[src/rtl/mandelbrot_pixel_packer.sv]
// mandelbrot_pixel_packer: packs 4-bit pixel pairs into bytes through a first-word-fall-through FIFO.
// Define MANDELBROT_PACKER_CHECKSUM_EN to add an 8-bit XOR checksum of the bytes popped per frame.
module mandelbrot_pixel_packer #(
  parameter int WIDTH      = 320,
  parameter int HEIGHT     = 240,
  parameter int FIFO_DEPTH = 8
) (
  input  logic       clk,
  input  logic       reset,
  input  logic       frame_start,
  input  logic       new_ctr,
  input  logic [3:0] ctr_in,
  output logic [7:0] out_data,
  output logic       out_valid,
  input  logic       out_ready,
  output logic       out_sof,
  output logic       out_eol,
  output logic       overflow,
  output logic       frame_done,
  output logic       busy
`ifdef MANDELBROT_PACKER_CHECKSUM_EN
  ,
  output logic [7:0] checksum
`endif
);
  localparam int XW = $clog2(WIDTH);
  localparam int YW = HEIGHT > 1 ? $clog2(HEIGHT) : 1;
  localparam int AW = $clog2(FIFO_DEPTH);
  typedef enum logic [1:0] {IDLE, COLLECT, DRAIN} state_t;
  state_t state, state_nx;
  logic [XW-1:0] x;
  logic [YW-1:0] y;
  logic [3:0] nib;
  logic [9:0] mem [FIFO_DEPTH];
  logic [AW:0] wr, rd;
  logic [9:0] head;
  logic empty, full, strobe, push, pop, wr_en, drop, x_last, y_last, sof;
  assign empty  = wr == rd;
  assign full   = wr[AW] != rd[AW] && wr[AW-1:0] == rd[AW-1:0];
  assign strobe = state == COLLECT && new_ctr && !frame_start;
  assign x_last = x == XW'(WIDTH - 1);
  assign y_last = y == YW'(HEIGHT - 1);
  assign sof    = x == XW'(1) && y == '0;
  assign push   = strobe && x[0];
  assign pop    = out_valid && out_ready;
  assign wr_en  = push && (!full || pop);
  assign drop   = push && full && !pop;
  assign head   = empty ? '0 : mem[rd[AW-1:0]];
  assign out_valid  = !empty;
  assign out_data   = head[7:0];
  assign out_sof    = head[8];
  assign out_eol    = head[9];
  assign busy       = state != IDLE;
  assign frame_done = state == DRAIN && empty && !frame_start && !reset;
  always_ff @(posedge clk)
    state <= reset ? IDLE : state_nx;
  always_comb
    state_nx = frame_start ? COLLECT :
               (strobe && x_last && y_last) ? DRAIN :
               frame_done ? IDLE : state;
  always_ff @(posedge clk)
    if (wr_en) mem[wr[AW-1:0]] <= {x_last, sof, ctr_in, nib};
  always_ff @(posedge clk) begin
    if (reset || frame_start) begin
      x        <= '0;
      y        <= '0;
      nib      <= '0;
      wr       <= '0;
      rd       <= '0;
      overflow <= 1'b0;
    end else begin
      if (strobe) begin
        x <= x_last ? '0 : x + 1'b1;
        if (x_last) y <= y_last ? '0 : y + 1'b1;
        if (!x[0]) nib <= ctr_in;
      end
      if (wr_en) wr <= wr + 1'b1;
      if (pop) rd <= rd + 1'b1;
      if (drop) overflow <= 1'b1;
    end
  end
`ifdef MANDELBROT_PACKER_CHECKSUM_EN
  // Nothing pops once the frame has drained, so the value naturally freezes in IDLE.
  always_ff @(posedge clk)
    if (reset || frame_start) checksum <= '0;
    else if (pop) checksum <= checksum ^ out_data;
`endif
endmodule

[config.mk]
export PLATFORM = sky130hd
export DESIGN_NAME = mandelbrot_pixel_packer
export DESIGN_NICKNAME = d
export VERILOG_FILES = /design/src/rtl/mandelbrot_pixel_packer.sv
export SDC_FILE = /design/constraint.sdc
export NUM_CORES = 1
export LEC_CHECK = 0
export CAP_MARGIN = 5
export CELL_PAD_IN_SITES_DETAIL_PLACEMENT = 0
export CELL_PAD_IN_SITES_GLOBAL_PLACEMENT = 1
export CORE_UTILIZATION = 45
export CTS_CLUSTER_DIAMETER = 200
export DETAILED_ROUTE_END_ITERATION = 10
export GPL_TIMING_DRIVEN = 0
export PLACE_DENSITY = 0.79
export SETUP_SLACK_MARGIN = 0.2
export SYNTH_ARGS = -nofsm -noshare
export SYNTH_HDL_FRONTEND = slang
export SYNTH_SLANG_ARGS = --single-unit
[constraint.sdc]
create_clock -name clk -period 2 [get_ports clk]
set_input_delay 0.4 -clock clk [delete_from_list [all_inputs] [get_ports clk]]
set_output_delay 0.4 -clock clk [all_outputs]
set_load 0.01 [all_outputs]
# Word level (Yosys, flattened, before mapping)
# Memories as Yosys holds them, arrays and structs flattened. A register that Yosys moved wholly into a read port is not among the register bits.
# Index checks and enable logic that the tools add are counted.
[totals] regBits=32 ramBits=80 input_bits=9 word_cells=60 n_memories=1
[mem_list] memory="mem" depth=8 word_bits=10 read_ports=1 rd_clocked_by_memory_dff=1 wr=1 line_no="34" source="logic [9:0] mem [FIFO_DEPTH];"
[classes] addsub=4 eq_ne=8 muxes=10 bitwise_logic=1 reduce_logical=28
[op_table] cell="1-bit logical AND" count=14
[op_table] cell="10-bit 2-to-1 mux" count=1
[op_table] cell="9-bit by 1-bit adder with 9-bit output (second input constant)" count=1
[op_table] cell="9-bit by 1-bit equality test with 1-bit output (second input constant)" count=1
[op_table] cell="9-bit equality test (second input constant)" count=1
[op_table] cell="9-bit 2-to-1 mux" count=1
[op_table] cell="4-bit by 1-bit adder with 4-bit output (second input constant)" count=2
[op_table] cell="8-bit by 1-bit adder with 8-bit output (second input constant)" count=1
[op_table] cell="8-bit equality test (second input constant)" count=1
[op_table] cell="8-bit logical NOT" count=1
[op_table] cell="8-bit 2-to-1 mux" count=1
[op_table] cell="3-bit 2-to-1 mux" count=2
[op_table] cell="1-bit logical NOT" count=5
[op_table] cell="4-bit equality test" count=1
[op_table] cell="2-bit 2-to-1 mux" count=2
[op_table] cell="2-bit AND reduction" count=2
[op_table] cell="2-bit nonzero test" count=2
[op_table] cell="3-bit equality test" count=1
[op_table] cell="1-bit 2-to-1 mux" count=3
[op_table] cell="3-bit nonzero test" count=1
[op_table] cell="2-bit by 1-bit equality test with 1-bit output (second input constant)" count=1
[op_table] cell="2-bit equality test (second input constant)" count=1
[op_table] cell="1-bit logical OR" count=2
[op_table] cell="2-bit OR reduction" count=1
[op_table] cell="2 further kinds" count=2

# Longest topological paths before layout
# Gate-level depths: netlist of the first run.
[depth] word_depth=7 mapped_depth=7

# Worst setup path after synthesis of the first run
# Ideal clock, no wire load.
[synth_timing] kind="reg-to-reg" from="reg wr[0]" to="mem mem[3][0] (enable)" setup_ps=344 arrival_time_ps=1581 t_required_ps=1656 path_slack_ps=75 stages_incl_launch_ff=7 path_cell_list="dfxtp_1 buf_2 xnor2_1 and3_1 clkbuf_1 a21oi_2 and4b_1"
[synth_via] elab_chain_len=7
[synth_rtl] element="start, declared" line_no="35" source="logic [AW:0] wr, rd;"
[synth_rtl] element="start signal, assigned" line_no="77" source="if (wr_en) wr <= wr + 1'b1;"
[synth_rtl] element="4-bit equality test or 3-bit equality test (tied branches)" line_no="38, 39"
[synth_rtl] element="1-bit logical NOT or 1-bit logical AND (tied branches)" line_no="49, 39"
[synth_rtl] element="1-bit logical AND or 1-bit logical NOT (tied branches)" line_no="45, 46"
[synth_rtl] element="1-bit logical OR" line_no="46" source="assign wr_en = push && (!full || pop);"
[synth_rtl] element="1-bit logical AND" line_no="46"
[synth_rtl] element="1-bit 2-to-1 mux" line_no="62" source="if (wr_en) mem[wr[AW-1:0]] <= {x_last, sof, ctr_in, nib};"
[synth_rtl] element="1-bit 2-to-1 mux (implied by the code)" line_no="62"
[synth_rtl] element="end, declared" line_no="34"
# Several ways; a longest one is shown, not always the timed one.

==> reports/metrics.csv, run 1 <==
stage,metric,value,unit
logic_synthesis,ys_types,45,
placement,dp.cells,483,
sta,setup_viol,12,
sta,fin_skew,0.008104,ns
logic_synthesis,synth_fp_nets,340,
logic_synthesis,avgSynthCellArea,14.74,sq um
clock_tree,clk_pin_slew,0.06,ns
floorplanning,initial_core_util,46.39,%
sta,relSlewSlack,56.87,%
placement,place_ws,-1.005,ns
clock_tree,cts_num_sinks,115,
clock_tree,cts_buffers,17,
finish,final_core_util,61.33,%
logic_synthesis,synth_seq_cells,115,
floorplanning,ios,23,
flow_run,maxCapViolations,0,
hold_path,hp-class,in2reg,
finish,fin_area,6331,sq um
placement,place_area,5192,sq um
clock_tree,clock_path_buffers,2,
critical_path,path_cells,buf_12 > buf_16 > mux4_2 > mux2i_1 > nor2_1 > buf_2,
sta,fin_crit,2.438,ns
floorplanning,rows,37,
pwr,finalPower,5271,uW
clock_tree,htreeDepth,4,
detailed_routing,wl_per_cell,20.08,um
logic_synthesis,synth_edf_count,80,
critical_path,worstSetupStartpointType,flip-flop,
detailed_routing,drt_pass1_iterations,4,
critical_path,crit_buf_inv,3,
floorplanning,die_y,105.2,um
logic_synthesis,synth_common_cells,"80 x edfxtp_1, 35 x dfxtp_1, 29 x nor2_1",
floorplanning,die_x,105.2,um
critical_path,crit_family,multiplexers,
logic_synthesis,yosysMostFrequentCell,edfxtp_1,
hold_path,holdCritStartpoint,frame_start,
critical_path,slowest_delay,0.49,ns
finish,drive_gt1_share,37.41,%
global_routing,antenna_found_initial,0,
critical_path,cpMaxStageDelayCell,mux4_2,
status,status,"finished, violations left",
detailed_routing,drtIter0Drc,273,
placement,numPortBuffers,22,
clock_tree,clock_tree.root_cell,clkbuf_8,
logic_synthesis,synth.top_cell.area_share,50.16,%
pwr,ir_drop,0.5448,mV
placement,dp_hpwl,5.951,mm
detailed_routing,vias,3101,
global_routing,grt_max_degree,17,
critical_path,end_kind,output pin,
clock_tree,ctsHoldBuffers,0,
logic_synthesis,syn_inst,325,
global_routing,grt_pass1_wl,17.19,mm
sta,layout_setup_ws,-0.4375,ns
detailed_routing,postRouteAntennaNets,0,
sta,rsz0062_at_grt,true,
logic_synthesis,syn-cell-area,4790,sq um
detailed_routing,vias_per_cell,5.608,
critical_path,crit_arrival,2.04,ns
logic_synthesis,synthFlopType,edfxtp_1,
sta,tightest_slew,0.6470,ns
floorplanning,core,10320,sq um
logic_synthesis,ys_top_cells_by_area,"edfxtp_1 50%, dfxtp_1 15%, mux4_2 9.4%",
floorplanning,dieArea,11060,sq um
detailed_routing,drc,0,
logic_synthesis,ys_warn_count,0,
logic_synthesis,ys_seq_area_share,64.79,%
global_routing,first_global_vias,3167,
status,violations,setup timing,
clock_tree,cts_tree,built,
finish,area_growth,32.18,%
pwr,p_leak,0.002174,uW
critical_path,r2r_slack,0.03,ns
critical_path,worstSetupPathType,reg2out,
global_routing,grt_usage,21.58,%
finish,nets,419,
pwr,powerDensity,832.5,nW/um^2
critical_path,required,1.60,ns
detailed_routing,wirelength,11.10,mm
finish,insertedDiodeCount,0,
global_routing,grt-ovfl-total,0,
placement,gp_congestion,0.7642,
sta,slew_violations,0,
critical_path,reg2reg_from,wr[0]$_SDFFE_PP0P_,
critical_path,cp_max_fo,5,
logic_synthesis,synthArstFlopShare,0,%
logic_synthesis,yosysTopAreaCell,edfxtp_1,
finish,fin_cells,553,
sta,period_share,121.9,%
clock_tree,insertion_delay,0.52,ns
sta,hold_viol,0,
sta,max_freq,0.4103,GHz
## worst register-to-register path, cell delays in order (launching register included)
cell      delay (ns)
dfxtp_2         0.32
buf_6           0.11
xnor2_2         0.12
and3_1          0.17
clkbuf_8        0.14
buf_6           0.12
a21oi_4         0.23
buf_6           0.13
and4bb_4        0.32
## path summary, 6_finish.rpt
| kind | to | cells past startpoint |
|---|---|---|
| worst max-delay path | out_data[3] | 6 |
| worst max register to register | mem[2][8]$_DFFE_PP_ | 8 |
| worst min-delay path | state[0]$_SDFFE_PP0P_ | 3 |
| worst min register to register | wr[3]$_SDFFE_PP0P_ | 2 |
## state kept, by name, indices dropped and copies added, names as in the netlist, named ones only
name,count
mem,80
nib,4
overflow,1
rd,4
state,2
wr,4
x,9
y,8
## logic make-up (layout without fill, tap and decap cells)
| logic type | after synthesis | count (layout) | synth area share, % |
|---|---|---|---|
| flops | 115 | 115 | 64.79 |
| simple gates | 99 | 106 | 11.68 |
| mux | 41 | 41 | 13.79 |
| compound gates | 29 | 30 | 3.814 |
| buf+inv | 23 | 107 | 2.168 |
| xor+xnor | 12 | 12 | 2.194 |
| fa+ha+maj | 6 | 6 | 1.567 |
## layout make-up
class	count	area, sq um
multi-input cells	195	1832
inverters	6	25.02
clock buffers	17	414.1
flip-flops and latches	115	3118
repair buffers	52	486.7
well taps	136	170.2
fillers	762	3993
clock inverters	15	110.1
plain buffers	17	175.2
## per-layer routing
metal  global-route usage, %  vias up  part of all wire, %
met3                   5.303       20                  5.8
li1                        -     1434                    -
met2                   37.23      114                   52
met5                       0        -                    0
met1                   26.02     1533                   40
met4                   8.350        0                  2.0
## per-stage QoR
step                      hold slack [ns]  setup TNS, ns
after floorplan                    0.4571              0
after CTS                          0.4380         -4.319
after global placement             0.4720         -69.62
final                              0.4407         -4.203
after global routing               0.4840         -5.222
after detailed placement           0.4828         -72.06
## placed cells by master (no fill, tap or decap), types with 3 or more instances in the layout
cell type         n
a21oi_1           7
and4b_4           4
and4bb_4          5
buf_12            4
buf_2            12
buf_4            16
buf_6            15
clkbuf_16        16
clkbuf_2          5
clkbuf_8          3
clkdlybuf4s50_1   7
clkinv_2          3
clkinv_4          4
clkinvlp_4        4
dfxtp_1          27
dfxtp_2           6
edfxtp_1         80
ha_1              5
inv_1             5
inv_6             3
mux2i_1          20
mux4_2           20
nand2_1          16
nand3_1           8
nand4_1           7
nor2_1           26
o21ai_0           9
o31ai_1           3
or3_1            10
xnor2_1           3
xnor2_2           3
xor2_1            6
## report_power, final
part / switching, uW / total, uW / internal [uW] / leakage (uW)
Combinational: 52.7 / 92.1 / 39.4 / 0.000907
Sequential: 6.43 / 2540 / 2530 / 0.00102
Clock: 1120 / 2640 / 1520 / 0.000248
Total: 1180 / 5270 / 4090 / 0.00217
## repair_timing
item / in CTS / in global routing
setup endpoints to repair: 111 / 97
setup buffers: 20 / 8
pin swaps: 15 / 11
gates cloned: 9 / 1
resized for setup: 127 / 17
Note: power is estimated with default switching activity, not from simulation.
==> run 2: changes to the inputs <==
--- a/config.mk
+++ b/config.mk
@@ -10,6 +10,7 @@
 export CELL_PAD_IN_SITES_GLOBAL_PLACEMENT = 1
 export CORE_UTILIZATION = 45
 export CTS_CLUSTER_DIAMETER = 200
+export CTS_CLUSTER_SIZE = 8
 export DETAILED_ROUTE_END_ITERATION = 10
 export GPL_TIMING_DRIVEN = 0
 export PLACE_DENSITY = 0.79
==> results of run 2 <==
Final layout, timing and power as in run 1 (identical DEF).
